`src/rtl/task_sched_if.sv`:
```
// -----------------------------------------------------------------------------
// task_sched_if
//   Bundles every non-clock signal of the task scheduler: per-tree request
//   lanes, the task FIFO write/read sides, the PIFO core task output and a
//   debug view of the read FSM state.
//
//   Modports:
//     slave  - the scheduler itself (task_sched)
//     master - the surrounding logic (request lanes, FIFO, PIFO core)
//
//   Signals:
//     req_valid/req_push/req_data  per-tree request, op (1=push) and payload
//     req_grant                    one-hot accept, same cycle as req_valid
//     fifo_wr_en/fifo_buf_in       FIFO write strobe and task word
//     fifo_full/fifo_empty         FIFO status
//     fifo_rd_en/fifo_buf_out      FIFO read strobe and read data (next cycle)
//     pifo_ready                   PIFO core can accept a task
//     task_valid/push/tree/data    decoded task to the PIFO core
//     dbg_state                    read FSM state (0 IDLE, 1 ISSUE, 2 GAP)
// -----------------------------------------------------------------------------
interface task_sched_if #(
   parameter int PTW           = 16,
   parameter int TREE_NUM      = 4,
   parameter int TREE_NUM_BITS = $clog2(TREE_NUM)
);
   localparam int TW = PTW + TREE_NUM_BITS + 1;

   logic [TREE_NUM-1:0]     req_valid;
   logic [TREE_NUM-1:0]     req_push;
   logic [TREE_NUM*PTW-1:0] req_data;
   logic [TREE_NUM-1:0]     req_grant;
   logic                    fifo_wr_en;
   logic [TW-1:0]           fifo_buf_in;
   logic                    fifo_full;
   logic                    fifo_empty;
   logic                    fifo_rd_en;
   logic [TW-1:0]           fifo_buf_out;
   logic                    pifo_ready;
   logic                    task_valid;
   logic                    task_push;
   logic [TREE_NUM_BITS-1:0] task_tree;
   logic [PTW-1:0]          task_data;
   logic [1:0]              dbg_state;

   modport slave (
      input  req_valid, req_push, req_data, fifo_full, fifo_empty,
             fifo_buf_out, pifo_ready,
      output req_grant, fifo_wr_en, fifo_buf_in, fifo_rd_en,
             task_valid, task_push, task_tree, task_data, dbg_state
   );

   modport master (
      output req_valid, req_push, req_data, fifo_full, fifo_empty,
             fifo_buf_out, pifo_ready,
      input  req_grant, fifo_wr_en, fifo_buf_in, fifo_rd_en,
             task_valid, task_push, task_tree, task_data, dbg_state
   );
endinterface

```
`src/rtl/task_sched.sv`:
```
// -----------------------------------------------------------------------------
// task_sched
//   Front-end scheduler for the shared vPIFO task FIFO. Arbitrates one request
//   per cycle from TREE_NUM trees, encodes the winner as {op, tree_id, data}
//   into the FIFO, and paces FIFO reads so the PIFO core sees at most one task
//   every OP_GAP+2 cycles, only while pifo_ready is high.
//
//   Ports:
//     clk  - system clock
//     rst  - asynchronous reset, active-low
//     bus  - task_sched_if.slave (requests, FIFO sides, task output, dbg_state)
//
//   Configuration macro:
//     TASK_SCHED_STRICT_PRIO_EN - when defined, lowest tree index always wins
//                                 and the round-robin pointer is removed.
//
//   Handshake semantics: a request on tree i is accepted in exactly the cycle
//   where req_valid[i] and req_grant[i] are both high; the grant is
//   combinational and also raises fifo_wr_en that cycle. No grant is issued
//   while fifo_full is high. A FIFO read is requested by a single-cycle
//   fifo_rd_en; fifo_buf_out is expected to hold the entry the cycle after,
//   when task_valid is high. The PIFO core has no back-pressure on a task
//   already issued: pifo_ready only gates the start of a new read.
// -----------------------------------------------------------------------------
module task_sched #(
   parameter int PTW           = 16,
   parameter int TREE_NUM      = 4,
   parameter int TREE_NUM_BITS = $clog2(TREE_NUM),
   parameter int OP_GAP        = 2
) (
   input  logic          clk,
   input  logic          rst,
   task_sched_if.slave   bus
);
   localparam int TW = PTW + TREE_NUM_BITS + 1;
   localparam logic [3:0] GAP_LOAD = (OP_GAP == 0) ? 4'd0 : 4'(OP_GAP - 1);

   typedef enum logic [1:0] {
      ST_IDLE  = 2'd0,
      ST_ISSUE = 2'd1,
      ST_GAP   = 2'd2
   } state_t;

   state_t                   state_q, state_d;
   logic [3:0]               gap_cnt_q, gap_cnt_d;
   logic                     task_valid_q, task_valid_d;
   logic                     rd_en;

   logic                     found;
   logic                     grant_en;
   logic [TREE_NUM_BITS-1:0] win;
   logic [TREE_NUM_BITS-1:0] cand;
   logic [TREE_NUM-1:0]      grant_vec;
   logic                     push_w;
   logic [PTW-1:0]           data_w;

`ifndef TASK_SCHED_STRICT_PRIO_EN
   logic [TREE_NUM_BITS-1:0] rr_ptr_q, rr_ptr_d;
`endif

   // Winner search: first requesting tree scanning upward from the start
   // point, wrapping. Strict mode always starts at tree 0.
   always_comb begin
      found = 1'b0;
      win   = '0;
      cand  = '0;
      for (int k = 0; k < TREE_NUM; k++) begin
`ifdef TASK_SCHED_STRICT_PRIO_EN
         cand = TREE_NUM_BITS'(k);
`else
         cand = TREE_NUM_BITS'((int'(rr_ptr_q) + k) % TREE_NUM);
`endif
         if (!found && bus.req_valid[cand]) begin
            found = 1'b1;
            win   = cand;
         end
      end
   end

   // Grant is also held off during reset so nothing is written into the FIFO
   // before the scheduler state is valid.
   always_comb begin
      grant_en       = found && !bus.fifo_full && rst;
      grant_vec      = '0;
      grant_vec[win] = 1'b1;
      push_w         = bus.req_push[win];
      data_w         = bus.req_data[int'(win)*PTW +: PTW];
      bus.req_grant  = grant_en ? grant_vec : '0;
      bus.fifo_wr_en = grant_en;
      bus.fifo_buf_in = grant_en ? {push_w, win, (push_w ? data_w : {PTW{1'b0}})}
                                 : {TW{1'b0}};
   end

`ifndef TASK_SCHED_STRICT_PRIO_EN
   always_comb begin
      rr_ptr_d = rr_ptr_q;
      if (grant_en) begin
         rr_ptr_d = (win == TREE_NUM_BITS'(TREE_NUM - 1)) ? '0
                                                          : win + TREE_NUM_BITS'(1);
      end
   end
`endif

   // Read pacing FSM: one ISSUE cycle, then OP_GAP cycles of GAP, then at
   // least one IDLE cycle, giving OP_GAP+2 cycles between reads.
   always_comb begin
      state_d   = state_q;
      gap_cnt_d = gap_cnt_q;
      rd_en     = 1'b0;
      case (state_q)
         ST_IDLE: begin
            if (bus.pifo_ready && !bus.fifo_empty) state_d = ST_ISSUE;
         end
         ST_ISSUE: begin
            rd_en = 1'b1;
            if (OP_GAP == 0) begin
               state_d = ST_IDLE;
            end else begin
               state_d   = ST_GAP;
               gap_cnt_d = GAP_LOAD;
            end
         end
         ST_GAP: begin
            if (gap_cnt_q == 4'd0) state_d = ST_IDLE;
            else                   gap_cnt_d = gap_cnt_q - 4'd1;
         end
         default: state_d = ST_IDLE;
      endcase
      task_valid_d = rd_en;
   end

   always_ff @(posedge clk or negedge rst) begin
      if (!rst) begin
         state_q      <= ST_IDLE;
         gap_cnt_q    <= 4'd0;
         task_valid_q <= 1'b0;
`ifndef TASK_SCHED_STRICT_PRIO_EN
         rr_ptr_q     <= '0;
`endif
      end else begin
         state_q      <= state_d;
         gap_cnt_q    <= gap_cnt_d;
         task_valid_q <= task_valid_d;
`ifndef TASK_SCHED_STRICT_PRIO_EN
         rr_ptr_q     <= rr_ptr_d;
`endif
      end
   end

   // Task fields are only driven while the FIFO read data is the task.
   always_comb begin
      bus.fifo_rd_en = rd_en;
      bus.task_valid = task_valid_q;
      bus.task_push  = task_valid_q & bus.fifo_buf_out[TW-1];
      bus.task_tree  = task_valid_q ? bus.fifo_buf_out[PTW +: TREE_NUM_BITS]
                                    : '0;
      bus.task_data  = (task_valid_q && bus.fifo_buf_out[TW-1])
                       ? bus.fifo_buf_out[PTW-1:0] : '0;
      bus.dbg_state  = state_q;
   end
endmodule

```
`src/flat_wrapper.sv`:
```
// flat-port wrapper written by rule: the top's interface ports become plain ports
module task_sched_flat 
#(
   parameter int PTW           = 16,
   parameter int TREE_NUM      = 4,
   parameter int TREE_NUM_BITS = $clog2(TREE_NUM),
   parameter int OP_GAP        = 2
)
  (clk, rst, bus_req_valid, bus_req_push, bus_req_data, bus_fifo_full, bus_fifo_empty, bus_fifo_buf_out, bus_pifo_ready, bus_req_grant, bus_fifo_wr_en, bus_fifo_buf_in, bus_fifo_rd_en, bus_task_valid, bus_task_push, bus_task_tree, bus_task_data, bus_dbg_state);
  task_sched_if #(.PTW(PTW), .TREE_NUM(TREE_NUM), .TREE_NUM_BITS(TREE_NUM_BITS)) bus_i ();
  input  logic clk;
  input  logic rst;
  input wire logic [$bits(bus_i.req_valid)-1:0] bus_req_valid;
  input wire logic [$bits(bus_i.req_push)-1:0] bus_req_push;
  input wire logic [$bits(bus_i.req_data)-1:0] bus_req_data;
  input wire logic [$bits(bus_i.fifo_full)-1:0] bus_fifo_full;
  input wire logic [$bits(bus_i.fifo_empty)-1:0] bus_fifo_empty;
  input wire logic [$bits(bus_i.fifo_buf_out)-1:0] bus_fifo_buf_out;
  input wire logic [$bits(bus_i.pifo_ready)-1:0] bus_pifo_ready;
  output wire logic [$bits(bus_i.req_grant)-1:0] bus_req_grant;
  output wire logic [$bits(bus_i.fifo_wr_en)-1:0] bus_fifo_wr_en;
  output wire logic [$bits(bus_i.fifo_buf_in)-1:0] bus_fifo_buf_in;
  output wire logic [$bits(bus_i.fifo_rd_en)-1:0] bus_fifo_rd_en;
  output wire logic [$bits(bus_i.task_valid)-1:0] bus_task_valid;
  output wire logic [$bits(bus_i.task_push)-1:0] bus_task_push;
  output wire logic [$bits(bus_i.task_tree)-1:0] bus_task_tree;
  output wire logic [$bits(bus_i.task_data)-1:0] bus_task_data;
  output wire logic [$bits(bus_i.dbg_state)-1:0] bus_dbg_state;
  assign bus_i.req_valid = bus_req_valid;
  assign bus_i.req_push = bus_req_push;
  assign bus_i.req_data = bus_req_data;
  assign bus_i.fifo_full = bus_fifo_full;
  assign bus_i.fifo_empty = bus_fifo_empty;
  assign bus_i.fifo_buf_out = bus_fifo_buf_out;
  assign bus_i.pifo_ready = bus_pifo_ready;
  assign bus_req_grant = bus_i.req_grant;
  assign bus_fifo_wr_en = bus_i.fifo_wr_en;
  assign bus_fifo_buf_in = bus_i.fifo_buf_in;
  assign bus_fifo_rd_en = bus_i.fifo_rd_en;
  assign bus_task_valid = bus_i.task_valid;
  assign bus_task_push = bus_i.task_push;
  assign bus_task_tree = bus_i.task_tree;
  assign bus_task_data = bus_i.task_data;
  assign bus_dbg_state = bus_i.dbg_state;
  task_sched #(.PTW(PTW), .TREE_NUM(TREE_NUM), .TREE_NUM_BITS(TREE_NUM_BITS), .OP_GAP(OP_GAP)) u_core (.clk(clk), .rst(rst), .bus(bus_i));
endmodule
```
`config.mk`:
```
export PLATFORM = sky130hd
export DESIGN_NAME = task_sched_flat
export DESIGN_NICKNAME = d
export VERILOG_FILES = /design/src/rtl/task_sched_if.sv /design/src/rtl/task_sched.sv /design/src/flat_wrapper.sv
export SDC_FILE = /design/constraint.sdc
export NUM_CORES = 1
export LEC_CHECK = 0
export ABC_AREA = 1
export BUFFER_PORTS_ARGS = -buffer_cell sky130_fd_sc_hd__buf_4
export CAP_MARGIN = 10
export CORE_MARGIN = 2
export CORE_UTILIZATION = 45
export CTS_CLUSTER_SIZE = 24
export DETAILED_ROUTE_END_ITERATION = 6
export PLACE_DENSITY = 0.9
export SYNTH_ARGS = -nofsm -noshare
export SYNTH_HDL_FRONTEND = slang
export SYNTH_SLANG_ARGS = --single-unit
```
`constraint.sdc`:
```
create_clock -name clk -period 4.2 [get_ports clk]
set_input_delay 1.05 -clock clk [delete_from_list [all_inputs] [get_ports clk]]
set_output_delay 1.05 -clock clk [all_outputs]
set_load 0.02 [all_outputs]
```
# After elaboration in Yosys (flattened, before gate mapping)
# Cells that the tools add are included.
[totals]
output_inout_bits = 47
input_bits = 96
ff_bits = 9
word_cells = 73
[op_classes]
muxes = 32
n_bitwise = 1
n_reduce_logical = 18
n_eq_ne = 6
shifts = 1
add_sub_neg = 5
n_lt_le_gt_ge = 6
[ops]
columns = ["op", "count"]
rows = [
  ["$shiftx A64 B7 Y16", 1],
  ["$mux W16", 2],
  ["$mux W19", 1],
  ["$mux W2", 8],
  ["$lt A2 B3 Y1 const B", 5],
  ["$mux W1", 11],
  ["$bmux W1 S2", 5],
  ["$logic_and A1 B1 Y1", 8],
  ["$mux W4", 2],
  ["$pmux W4 S2", 1],
  ["$pmux W2 S3", 1],
  ["$logic_not A1 Y1", 5],
  ["$add A2 B1 Y2 const B", 2],
  ["$add A2 B2 Y2 const B", 2],
  ["$eq A2 B2 Y1 const B", 2],
  ["$logic_not A4 Y1", 1],
  ["$ne A2 B1 Y1 const B", 2],
  ["$reduce_and A2 Y1", 2],
  ["$sub A4 B1 Y4 const B", 1],
  ["$demux W1 S2", 1],
  ["$eq A2 B1 Y1 const B", 1],
  ["$ge A2 B1 Y1 const B", 1],
  ["$logic_not A2 Y1", 1],
  ["$ne A2 B2 Y1 const B", 1],
  ["2 further kinds", 2],
]

# Longest topological paths before layout
# Gate-level depths: netlist of run 1.
[logic_depth]
word_depth = 17
depth_mapped = 17
ltp_nobuf = 15

# Worst setup path before layout of run 1
# Ideal clock, no wire load.
[synth_timing]
path_type = "input to output"
startpoint = "input bus_req_valid[3]"
endpoint = "output bus_req_grant[2]"
path_stages = 13
path_buffers = 1
t_required_ns = 3.150
setup_slack_ns = 0.673
t_arrival_ns = 2.477
cell_sequence = "inv_1 > nand2_1 > nand3_2 > nand2_2 > nor2_8 > nand3_1 > nand3_1 > nand2_2 > inv_2 > buf_2 > ha_1 > inv_1 > nor2_1"
[synth_via]
elab_chain_len = 17
elab_cells_between_ends = 30
classes_between = "order compare: 2; mux: 19; reduce/logical: 9"
[synth_lines]
columns = ["element", "line_no", "text"]
rows = [
  ["start, declared", "flat_wrapper.sv:13", "input wire logic [$bits(bus_i.req_valid)-1:0] bus_req_valid;"],
  ["$bmux W1 S2", "task_sched.sv:73", "if (!found && bus.req_valid[cand]) begin"],
  ["$mux W1 (implied by the code)", "task_sched.sv:73", ""],
  ["$mux W1", "task_sched.sv:73", ""],
  ["$logic_not A1 Y1", "task_sched.sv:73", ""],
  ["$logic_and A1 B1 Y1", "task_sched.sv:73", ""],
  ["$mux W1", "task_sched.sv:73", ""],
  ["$logic_not A1 Y1", "task_sched.sv:73", ""],
  ["$logic_and A1 B1 Y1", "task_sched.sv:73", ""],
  ["$mux W1", "task_sched.sv:73", ""],
  ["$logic_not A1 Y1", "task_sched.sv:73", ""],
  ["$logic_and A1 B1 Y1", "task_sched.sv:73", ""],
  ["$mux W2", "task_sched.sv:73", ""],
  ["$lt A2 B3 Y1 (implied by the code) / $ge A2 B1 Y1 (equally long branches)", "task_sched.sv:85", "grant_vec[win] = 1'b1;"],
  ["$logic_and A1 B1 Y1 (implied by the code)", "task_sched.sv:85", ""],
  ["$mux W1 (implied by the code)", "task_sched.sv:85", ""],
  ["$demux W1 S2", "-", ""],
  ["$mux W4 (*)", "task_sched.sv:88", "bus.req_grant = grant_en ? grant_vec : '0;"],
  ["end, declared", "flat_wrapper.sv:20", "output wire logic [$bits(bus_i.req_grant)-1:0] bus_req_grant;"],
]
# Mark *: on every way between the ends. The rest lies on a longest branch, timed or not. The select of a mux whose other input is x is not followed.

# Worst setup path after layout of run 1
[layout_timing]
startpoint = "input bus_req_valid[3]"
endpoint = "output bus_fifo_buf_in[8]"
[layout_via]
elab_chain_len = 16
elab_cells_between_ends = 29
classes_between = "shift: 1; mux: 20; reduce/logical: 8"
[layout_lines]
columns = ["element", "line_no", "text"]
rows = [
  ["parallel branches: the longest is 15 deep, another holds $bmux W1 S2", "-", ""],
  ["$mux W19 (*)", "task_sched.sv:90", "bus.fifo_buf_in = grant_en ? {push_w, win, (push_w ? data_w : {PTW{1'b0}})}"],
  ["end, declared", "flat_wrapper.sv:22", "output wire logic [$bits(bus_i.fifo_buf_in)-1:0] bus_fifo_buf_in;"],
]
# Mark *: on every way between the ends. The select of a mux whose other input is x is not followed.

==> metrics.csv, run 1 <==
stage;metric;value;unit
worst_setup_path;Crit. End Element;output port;
clock_network;Sink Count;9;
drt;vias after detailed routing;2642;
worst_setup_path;CP Cell Sequence;buf_4 -> inv_1 -> nand2_1 -> nand3_1 -> nand2_1 -> inv_1 -> nand3_4 -> nand3_4 -> buf_12 -> nand2_1 -> nand2_1 -> nand2_1 -> nand2_1 -> inv_1 -> nor2_4 -> buf_4;
worst_setup_path;Crit. Startpoint;bus_req_valid[3];
pwr;pwr/cell area;820;nW/µm²
clock_network;CTS tree;yes;
drt;initial DRC count;137;
hold_path;Worst Hold Class;register to register;
yosys;prevailing post-synth register cell;dfrtp_1;
pwr;VDD IR-drop max;0.000577;V
floorplan;Initial Util;0.478;
timing;unrepaired setup endpoints after global routing;false;
timing;hold slack final;0.547;ns
clock_network;H-tree Lvls;1;
clock_network;total CTS buffers;3;
yosys;Post-Syn Instances;373;
worst_setup_path;Top delay family on crit path;simple AND/OR/NAND/NOR gates;
yosys;Post-synth EDFFs;0;
global_route;first-pass GRT wire length;10100;µm
cells_and_area;Filler Cell Count;360;
timing;total negative slack;0;ns
drt;Pre-Repair DR Iteration Count;4;
worst_setup_path;worst r2r dst;u_core.rr_ptr_q[1];
global_route;gr usage total;0.243;
timing;final worst path period need;3.87;ns
worst_setup_path;R2R depth;13;
timing;Slew headroom;0.674;
pwr;Leak Pwr;2.04;nW
floorplan;top-level port count;143;
placement;Final GP Congestion;0.926;
cells_and_area;most frequent cells in the layout;146 x buf_4, 121 x nand2_1, 87 x inv_1, 57 x nand3_1, 30 x nor2_1;
yosys;YS warnings;0;
clock_network;Worst-path clk slew;0.04;ns
floorplan;Die Ht;69.9;µm
timing;part of the cycle the worst path needs;0.920;
clock_network;post-CTS sizing;0;
yosys;Synth area leaders;nand2_1 23%, inv_1 17%, nand3_1 15%;
yosys;syn avg cell area;5.24;µm²
global_route;GRT overflow;0;
drt;Detailed Route WL;6270;µm
floorplan;DIE AREA;4890;µm²
status;status;completed;
global_route;initial antenna violation count;0;
yosys;ys async rst share;1.00;
clock_network;clk buf depth;2;
drt;Final ANT Viol Nets;0;
worst_setup_path;WP data required;3.15;ns
yosys;Synth top area share;0.232;
clock_network;Clk Latency, worst-skew pair;0.23;ns
drt;# DRC;0;
timing;final max-slew violation count;0;
worst_setup_path;worst-path fanout max;24;
yosys;Post-Syn Nets;474;
timing;final hold vios;0;
placement;hpwl dp;5130;µm
timing;final setup fails;0;
cells_and_area;Final Core Density;0.761;
drt;post-DR wirelength/cell;11.2;µm
worst_setup_path;Worst Setup Start Kind;input pin;
floorplan;row cnt;23;
worst_setup_path;Critical Path AT;2.82;ns
cells_and_area;proportion of layout cells with a drive suffix above 1;0.363;
worst_setup_path;R2R setup slack;1.70;ns
worst_setup_path;CP max stage cell;nand3_4;
worst_setup_path;most frequent CP cell;nand2_1;
global_route;largest net degree at the start of global routing;25;
yosys;leading area contributor after synthesis;nand2_1;
worst_setup_path;Crit path depth;16;
drt;Via-to-Cell Ratio;4.72;
worst_setup_path;Critical Path Sink;bus_fifo_buf_in[8];
cells_and_area;diode count;0;
yosys;sequential-to-total area share from yosys stat;0.115;
yosys;Seq cells post-synth;9;
placement;Port Buffers;142;
global_route;vias in the first global route;2353;
timing;Fin Clk Skew;0.00410;ns
yosys;mapped cell area;1950;µm²
worst_setup_path;WS Path Type;input pin to output port;
floorplan;core box area;4090;µm²
timing;worst slew pin tran;0.488;ns
cells_and_area;Layout area overhead;59.2;%
clock_network;Root Buffer;clkbuf_8;
floorplan;Die W;69.9;µm
run;max cap viols;0;
timing;Fmax achieved;0.259;GHz
worst_setup_path;RR Startpoint;u_core.rr_ptr_q[0];
worst_setup_path;CP bufs+invs;6;
worst_setup_path;Worst path max stage delay;0.24;ns
cells_and_area;most common cell after layout, fill and taps aside;buf_4;
cells_and_area;nets@finish;612;
yosys;Netlist cell types;27;
-- power by group --
| part | switching (mW) | total, mW | internal [mW] | leakage, nW |
|---|---|---|---|---|
| logic | 1.44 | 2.29 | 0.854 | 1.91 |
| clock network | 0.0319 | 0.0978 | 0.0659 | 0.0228 |
| registers | 0.0377 | 0.159 | 0.121 | 0.113 |
| total | 1.51 | 2.55 | 1.04 | 2.04 |
-- area by class of cell --
cell class,count,area [µm²],area share
clock buffer,4,45.0,0.0145
inverter,93,349,0.112
multi-input combinational,255,1270,0.409
sequential,9,225,0.0724
tap,50,62.6,0.0201
timing repair buffer,149,1160,0.372
-- cells by family after synthesis --
| kind of cell | after synthesis | share of synthesized area |
|---|---|---|
| flip-flops | 9 | 0.115 |
| buffers and inverters | 109 | 0.234 |
| adder cells (fa/ha/maj) | 5 | 0.0320 |
| XOR/XNOR | 1 | 0.00448 |
| AO/OA/AOI/OAI | 10 | 0.0275 |
| AND/OR/NAND/NOR | 239 | 0.587 |
-- repair_timing --
action,4_1_cts,5_1_grt
setup endpoints to repair,0,2
setup buffers,0,2
hold buffers,0,0
-- sequential cells by signal, summed over array words and instances (netlist names) --
signal and cells:
u_core.gap_cnt_q 4, u_core.bus.task_valid 1, u_core.rr_ptr_q 2, u_core.bus.dbg_state 2
-- cells in the mapped netlist, types with 3 or more instances --
library cell / count
inv_1: 87
nand2_2: 10
clkbuf_1: 3
nand2_1: 121
nor2_4: 8
buf_2: 5
buf_4: 4
o21ai_0: 3
ha_1: 5
nand3_4: 3
o22ai_1: 3
nand3_1: 57
nand3_2: 4
nor2_1: 30
dfrtp_1: 9
inv_2: 6
-- how the worst min path moves through the flow --
stage	slack, ns	endpoint	depth (start not counted)	startpoint
after CTS	0.54	u_core.bus.dbg_state[0]	1	u_core.bus.dbg_state[1]
after detailed placement	0.54	u_core.bus.dbg_state[0]	1	u_core.bus.dbg_state[1]
after global placement	0.52	u_core.gap_cnt_q[3]	2	u_core.gap_cnt_q[3]
final	0.55	u_core.gap_cnt_q[1]	2	u_core.gap_cnt_q[1]
after global routing	0.57	u_core.bus.dbg_state[0]	1	u_core.bus.dbg_state[1]
after floorplan	0.49	u_core.gap_cnt_q[3]	2	u_core.gap_cnt_q[3]
-- worst reg2reg max path, stage by stage (launching register included) --
cell	delay [ns]
dfrtp_1	0.57
inv_2	0.18
nand2_1	0.11
nand2_2	0.09
nand2_2	0.08
nand2_2	0.09
nor2_8	0.11
nand3_4	0.19
nand3_4	0.25
buf_12	0.19
inv_1	0.08
ha_1	0.29
nand2_1	0.08
o21ai_0	0.07
-- per-layer routing --
metal / GRT usage / part of all wire / up-vias
li1: - / - / 1377
met4: 0.0855 / 0.029 / 0
met5: 0 / 0 / -
met2: 0.443 / 0.51 / 120
met1: 0.279 / 0.38 / 1125
met3: 0.0476 / 0.082 / 20
-- stage by stage --
| stage | area, µm² | power, mW | setup WS [ns] | cells |
|---|---|---|---|---|
| 2_1_floorplan | 1950 | 1.90 | 0.673 | 373 |
| 3_3_place_gp | 3040 | 2.38 | 0.254 | 554 |
| 3_5_place_dp | 3040 | 2.43 | 0.199 | 554 |
| 4_1_cts | 3080 | 2.53 | 0.191 | 558 |
| 5_1_grt | 3110 | 2.84 | 0.0856 | 560 |
| 6_report | 3110 | 2.55 | 0.334 | 560 |
Note: power is estimated with default switching activity, not from simulation.
==> inputs of run 2 (changes only) <==
Settings changed: CORE_ASPECT_RATIO set to 1.5, MAX_ROUTING_LAYER set to met4.
==> run 2 against run 1 <==
Clock-buffer cell count is the same; global-route usage rose by 1.8 points; cell area shrank 0.80%; utilization is 2.8 points lower; critical path depth is the same; worst hold slack worse by 0.016 ns; via count up 2.4%; largest cell class unchanged; largest power group unchanged.
==> metrics.csv, run 2 (synthesis gave the netlist of run 1 again) <==
stage;metric;value;unit;change
floorplan;DIE AREA;4900;µm²;+0.23%
drt;WL met2;3390;µm;+6.6%
hold_path;Worst Hold Class;register to register;;
timing;hold slack final;0.531;ns;-0.0162 ns
global_route;gr usage total;0.260;;+0.0177
worst_setup_path;WS Path Type;input pin to output port;;
drt;met1 WL;2450;µm;+2.3%
cells_and_area;most frequent cells in the layout;148 x buf_4, 121 x nand2_1, 87 x inv_1, 57 x nand3_1, 30 x nor2_1;;
timing;worst setup margin;0.210;ns;-0.124 ns
cells_and_area;diode count;0;;unchanged
worst_setup_path;CP Cell Sequence;buf_4 -> inv_1 -> nand2_1 -> nand3_2 -> nand2_2 -> nor2_8 -> nand3_4 -> nand3_4 -> buf_4 -> nand2_1 -> nand2_1 -> nand2_1 -> nand2_1 -> inv_1 -> nor2_4 -> buf_4;;
worst_setup_path;Critical Path AT;2.94;ns;+0.12 ns
run;max cap viols;0;;unchanged
timing;Fmax achieved;0.251;GHz;-3.1%
timing;total negative slack;0;ns;unchanged
worst_setup_path;WP data required;3.15;ns;about the same
hold_path;hold path cells;1;;-1
cells_and_area;most common cell after layout, fill and taps aside;buf_4;;
worst_setup_path;Crit. End Element;output port;;
drt;initial DRC count;185;;+35%
drt;# DRC;0;;unchanged
worst_setup_path;worst r2r dst;u_core.rr_ptr_q[1];;
clock_network;H-tree Lvls;1;;unchanged
placement;Placed Cells;550;;-0.72%
global_route;vias in the first global route;2385;;+1.4%
worst_setup_path;Worst path max stage delay;0.30;ns;+0.06 ns
worst_setup_path;R2R setup slack;1.64;ns;-0.06 ns
floorplan;top-level port count;143;;unchanged
clock_network;Worst-path clk slew;0.04;ns;about the same
cells_and_area;Final Core Density;0.733;;-0.0281
hold_path;hold wc startpoint;u_core.bus.dbg_state[1];;
worst_setup_path;CP max stage cell;buf_4;;
global_route;GRT overflow;0;;unchanged
cells_and_area;Layout area overhead;57.9;%;
drt;Max Used Layer;met4;;
drt;Pre-Repair DR Iteration Count;4;;unchanged
clock_network;Root Buffer;clkbuf_8;;
timing;final setup fails;0;;unchanged
timing;final worst path period need;3.99;ns;+0.124 ns
worst_setup_path;RR Startpoint;u_core.rr_ptr_q[0];;
cells_and_area;proportion of layout cells with a drive suffix above 1;0.363;;unchanged
timing;Fin Clk Skew;0.00312;ns;-0.000985 ns
cells_and_area;Post-Layout Cell Count;556;;-0.71%
pwr;Leak Pwr;2.04;nW;-0.35%
drt;Met3 Wirelength;476;µm;-7.0%
clock_network;Sink Count;9;;unchanged
hold_path;Hold Path Sink;u_core.bus.dbg_state[0];;
placement;hpwl dp;5250;µm;+2.4%
timing;final max-slew violation count;0;;unchanged
timing;unrepaired setup endpoints after global routing;false;;
timing;Slew headroom;0.674;;about the same
worst_setup_path;R2R depth;13;;unchanged
floorplan;core box area;4210;µm²;+3.0%
floorplan;Initial Util;0.464;;-0.0139
worst_setup_path;worst-path fanout max;22;;-8.3%
global_route;largest net degree at the start of global routing;29;;+16%
pwr;pwr/cell area;814;nW/µm²;-0.76%
cells_and_area;nets@finish;612;;unchanged
drt;Via-to-Cell Ratio;4.87;;+3.1%
cells_and_area;fin area;3090;µm²;-0.80%
global_route;first-pass GRT wire length;10200;µm;+1.1%
timing;worst slew pin tran;0.487;ns;-0.000387 ns
cells_and_area;max reg flops;4;;unchanged
worst_setup_path;Worst Setup Start Kind;input pin;;
clock_network;CTS tree;yes;;
pwr;VDD IR-drop max;0.000677;V;+17%
clock_network;total CTS buffers;3;;unchanged
drt;vias after detailed routing;2705;;+2.4%
placement;worst slack, placed;0.145;ns;-0.0543 ns
placement;Port Buffers;142;;unchanged
placement;Final GP Congestion;0.848;;-8.4%
pwr;total power;2.51;mW;-1.6%
timing;final hold vios;0;;unchanged
clock_network;Clk Latency, worst-skew pair;0.23;ns;about the same
floorplan;Die W;57.8;µm;-17%
cells_and_area;Largest Register;u_core.gap_cnt_q;;
floorplan;row cnt;29;;+26%
floorplan;Die Ht;84.7;µm;+21%
drt;Detailed Route WL;6520;µm;+4.0%
clock_network;clk buf depth;2;;unchanged
drt;post-DR wirelength/cell;11.7;µm;+4.7%
worst_setup_path;most frequent CP cell;nand2_1;;
status;status;completed;;
global_route;initial antenna violation count;0;;unchanged
placement;dpl cell area;3010;µm²;-0.99%
drt;Final ANT Viol Nets;0;;unchanged
timing;part of the cycle the worst path needs;0.950;;+0.0296
clock_network;hold buffers post-CTS;0;;unchanged
-- run 2: changes by cell type in the layout (fill, tap and decap cells not counted) --
cell	change
buf_12	-2
nand2_2	-1
buf_4	+2
nand2_4	+1
-- run 2: report_power, final --
part	internal, mW	switching (mW)
sequential	0.121	0.0373
clock	0.0660	0.0327
combinational	0.803	1.45
-- run 2: layer usage --
layer  global-route usage  up-vias
met4               0.0994        0
met1                0.297     1193
met3               0.0185       24
met5                    -        -
li1                     -     1374
met2                0.462      114
-- run 2: worst max path at each step --
| stage | from | to | slack [ns] | cells past startpoint |
|---|---|---|---|---|
| 2_1_floorplan | bus_req_valid[3] | bus_req_grant[2] | 0.67 | 13 |
| 3_3_place_gp | bus_req_valid[2] | bus_fifo_buf_in[6] | 0.25 | 15 |
| 3_5_place_dp | bus_req_valid[2] | bus_fifo_buf_in[6] | 0.14 | 15 |
| 4_1_cts | bus_req_valid[2] | bus_fifo_buf_in[6] | 0.14 | 15 |
| 5_1_grt | bus_req_valid[3] | bus_fifo_buf_in[10] | 0.03 | 16 |
| 6_report | bus_req_valid[1] | bus_fifo_buf_in[10] | 0.21 | 16 |
-- run 2: what timing repair did --
item / CTS / global route
resized for setup: 0 / 1
setup endpoints to repair: 0 / 16
setup buffers: 0 / 2
-- run 2: critical path: cells and delay by family --
| kind | cells | cell delay (ns) |
|---|---|---|
| buffers and inverters | 5 | 0.68 |
| and+or+nand+nor | 11 | 1.20 |
-- run 2: final cells by class --
class / instances / area, µm²
clock buffers: 4 / 45.0
fillers: 358 / 1120
inverters: 93 / 349
multi-input cells: 255 / 1280
flip-flops and latches: 9 / 225
well taps: 46 / 57.6
repair buffers: 149 / 1130
==> inputs of run 3 (changes only) <==
Settings changed: REMOVE_ABC_BUFFERS set to 1.
==> run 3 against run 2 <==
Total power increased by 2.0%; global-route usage increased by 0.14 points; first-iteration DRC count increased by 5.4%; critical path depth unchanged; via count increased by 0.18%; clock-buffer cell count unchanged; sequential power about the same; final cell count increased by 1.1%; register-to-register slack improved by 0.40 ns; maximum frequency increased by 3.6%; clock skew decreased by 0.00090 ns; worst hold slack improved by 0.011 ns; highest routed layer unchanged.
==> metrics.csv, run 3 (synthesis gave the netlist of run 1 again) <==
stage;metric;value;unit;change
clock_network;Sink Count;9;;unchanged
worst_setup_path;WP data required;3.15;ns;about the same
pwr;Leak Pwr;2.06;nW;+1.2%
run;max cap viols;0;;unchanged
timing;Fmax achieved;0.259;GHz;+3.6%
timing;Slew headroom;0.672;;-0.00202
placement;Port Buffers;142;;unchanged
timing;final hold vios;0;;unchanged
cells_and_area;most frequent cells in the layout;153 x buf_4, 121 x nand2_1, 87 x inv_1, 57 x nand3_1, 30 x nor2_1;;
worst_setup_path;Crit. End Element;output port;;
worst_setup_path;RR Startpoint;u_core.rr_ptr_q[0];;
global_route;GR Util met3;0.0216;;+0.00308
clock_network;Clk Latency, worst-skew pair;0.23;ns;about the same
timing;total negative slack;0;ns;unchanged
drt;Final ANT Viol Nets;0;;unchanged
placement;Placed Cells;550;;unchanged
floorplan;DIE AREA;4900;µm²;unchanged
timing;worst slew pin tran;0.490;ns;+0.00303 ns
worst_setup_path;WS Path Type;input pin to output port;;
drt;vias after detailed routing;2710;;+0.18%
global_route;gr usage total;0.262;;+0.00144
drt;Detailed Route WL;6510;µm;-0.11%
worst_setup_path;Worst Setup Start Kind;input pin;;
cells_and_area;max reg flops;4;;unchanged
pwr;total power;2.56;mW;+2.0%
status;status;completed;;
global_route;initial antenna violation count;0;;unchanged
clock_network;Worst-path clk slew;0.04;ns;about the same
cells_and_area;diode count;0;;unchanged
cells_and_area;Post-Layout Cell Count;562;;+1.1%
timing;part of the cycle the worst path needs;0.918;;-0.0326
timing;final worst path period need;3.85;ns;-0.137 ns
floorplan;Initial Util;0.464;;unchanged
global_route;first-pass GRT wire length;10300;µm;+1.2%
timing;final setup fails;0;;unchanged
cells_and_area;fin area;3130;µm²;+1.4%
timing;Fin Clk Skew;0.00222;ns;-0.000900 ns
clock_network;Root Buffer;clkbuf_8;;
cells_and_area;nets@finish;618;;+0.98%
placement;dpl cell area;3020;µm²;+0.42%
cells_and_area;most common cell after layout, fill and taps aside;buf_4;;
floorplan;Die W;57.8;µm;unchanged
drt;post-DR wirelength/cell;11.6;µm;-1.2%
cells_and_area;Layout area overhead;60.1;%;
global_route;GRT overflow;0;;unchanged
hold_path;hold wc startpoint;u_core.gap_cnt_q[3];;
floorplan;core box area;4210;µm²;unchanged
cells_and_area;proportion of layout cells with a drive suffix above 1;0.370;;+0.00741
timing;final max-slew violation count;0;;unchanged
worst_setup_path;worst-path fanout max;14;;-36%
drt;initial DRC count;195;;+5.4%
drt;Pre-Repair DR Iteration Count;4;;unchanged
timing;unrepaired setup endpoints after global routing;false;;
worst_setup_path;Crit. Startpoint;bus_req_valid[2];;
global_route;vias in the first global route;2502;;+4.9%
pwr;pwr/cell area;818;nW/µm²;+0.59%
floorplan;row cnt;29;;unchanged
floorplan;Die Ht;84.7;µm;unchanged
global_route;most used routing layer;met2;;
pwr;VDD IR-drop max;0.000815;V;+20%
placement;Final GP Congestion;0.950;;+12%
clock_network;total CTS buffers;3;;unchanged
global_route;largest net degree at the start of global routing;35;;+21%
drt;Via-to-Cell Ratio;4.82;;-0.88%
global_route;GR Util met1;0.296;;-0.000384
clock_network;H-tree Lvls;1;;unchanged
drt;# DRC;0;;unchanged
clock_network;CTS tree;yes;;
placement;hpwl dp;5200;µm;-1.1%
hold_path;Worst Hold Class;register to register;;
worst_setup_path;Critical Path AT;2.80;ns;-0.14 ns
clock_network;clk buf depth;2;;unchanged
cells_and_area;Largest Register;u_core.gap_cnt_q;;
global_route;M2 GR Usage;0.468;;+0.00620
floorplan;top-level port count;143;;unchanged
==> run 3: final cells by class <==
class                      instances  area (µm²)
multi-input combinational        255        1270
timing repair buffer             155        1180
fill                             336        1080
inverter                          93         349
sequential                         9         225
tap                               46        57.6
clock buffer                       4        45.0
==> run 3: worst paths after layout <==
| check | cells after the start | slack [ns] | to |
|---|---|---|---|
| worst max register to register | 13 | 2.04 | u_core.rr_ptr_q[1] |
| min in group asynchronous | 1 | 0.64 | u_core.gap_cnt_q[1] |
| worst min-delay path | 2 | 0.54 | u_core.gap_cnt_q[3] |
| max in group asynchronous | 1 | 3.42 | u_core.rr_ptr_q[0] |
| worst min register to register | 2 | 0.54 | u_core.gap_cnt_q[3] |
| worst max-delay path | 16 | 0.35 | bus_fifo_buf_in[1] |
==> run 3: metrics by stage <==
step / utilization / hold slack (ns) / setup WS, ns
floorplan: - / 0.493 / 0.201
global placement: 0.718 / 0.517 / 0.357
detailed placement: 0.718 / 0.529 / 0.274
CTS: 0.728 / 0.542 / 0.266
global route: 0.743 / 0.572 / 0.0645
finish: 0.743 / 0.541 / 0.346
==> run 3: routing by layer <==
layer	wire, µm	share of wire
met1	2400	0.37
met3	500	0.077
met2	3460	0.53
met4	154	0.024
met5	0	0
==> run 3: critical path, cell delays in order <==
cell	delay, ns
buf_4	0.11
inv_1	0.06
nand2_1	0.05
nand2_1	0.11
nand2_1	0.06
nand2_1	0.08
nand2_1	0.08
nand2_1	0.09
nand2_1	0.07
nand2_2	0.22
nand3_1	0.12
nand3_2	0.11
nand3_4	0.16
buf_4	0.21
nor2_1	0.08
buf_4	0.14
==> run 3: repair_timing <==
item | 4_1_cts | 5_1_grt
hold endpoints to repair | 0 | 0
resized for setup | 0 | 1
setup endpoints to repair | 0 | 1
buffers inserted | 0 | 8
hold buffers | 0 | 0
==> run 3: power breakdown <==
group / total [mW] / internal, mW / switching, mW
Combinational: 2.30 / 0.857 / 1.45
Clock: 0.0992 / 0.0660 / 0.0332
Sequential: 0.158 / 0.122 / 0.0364
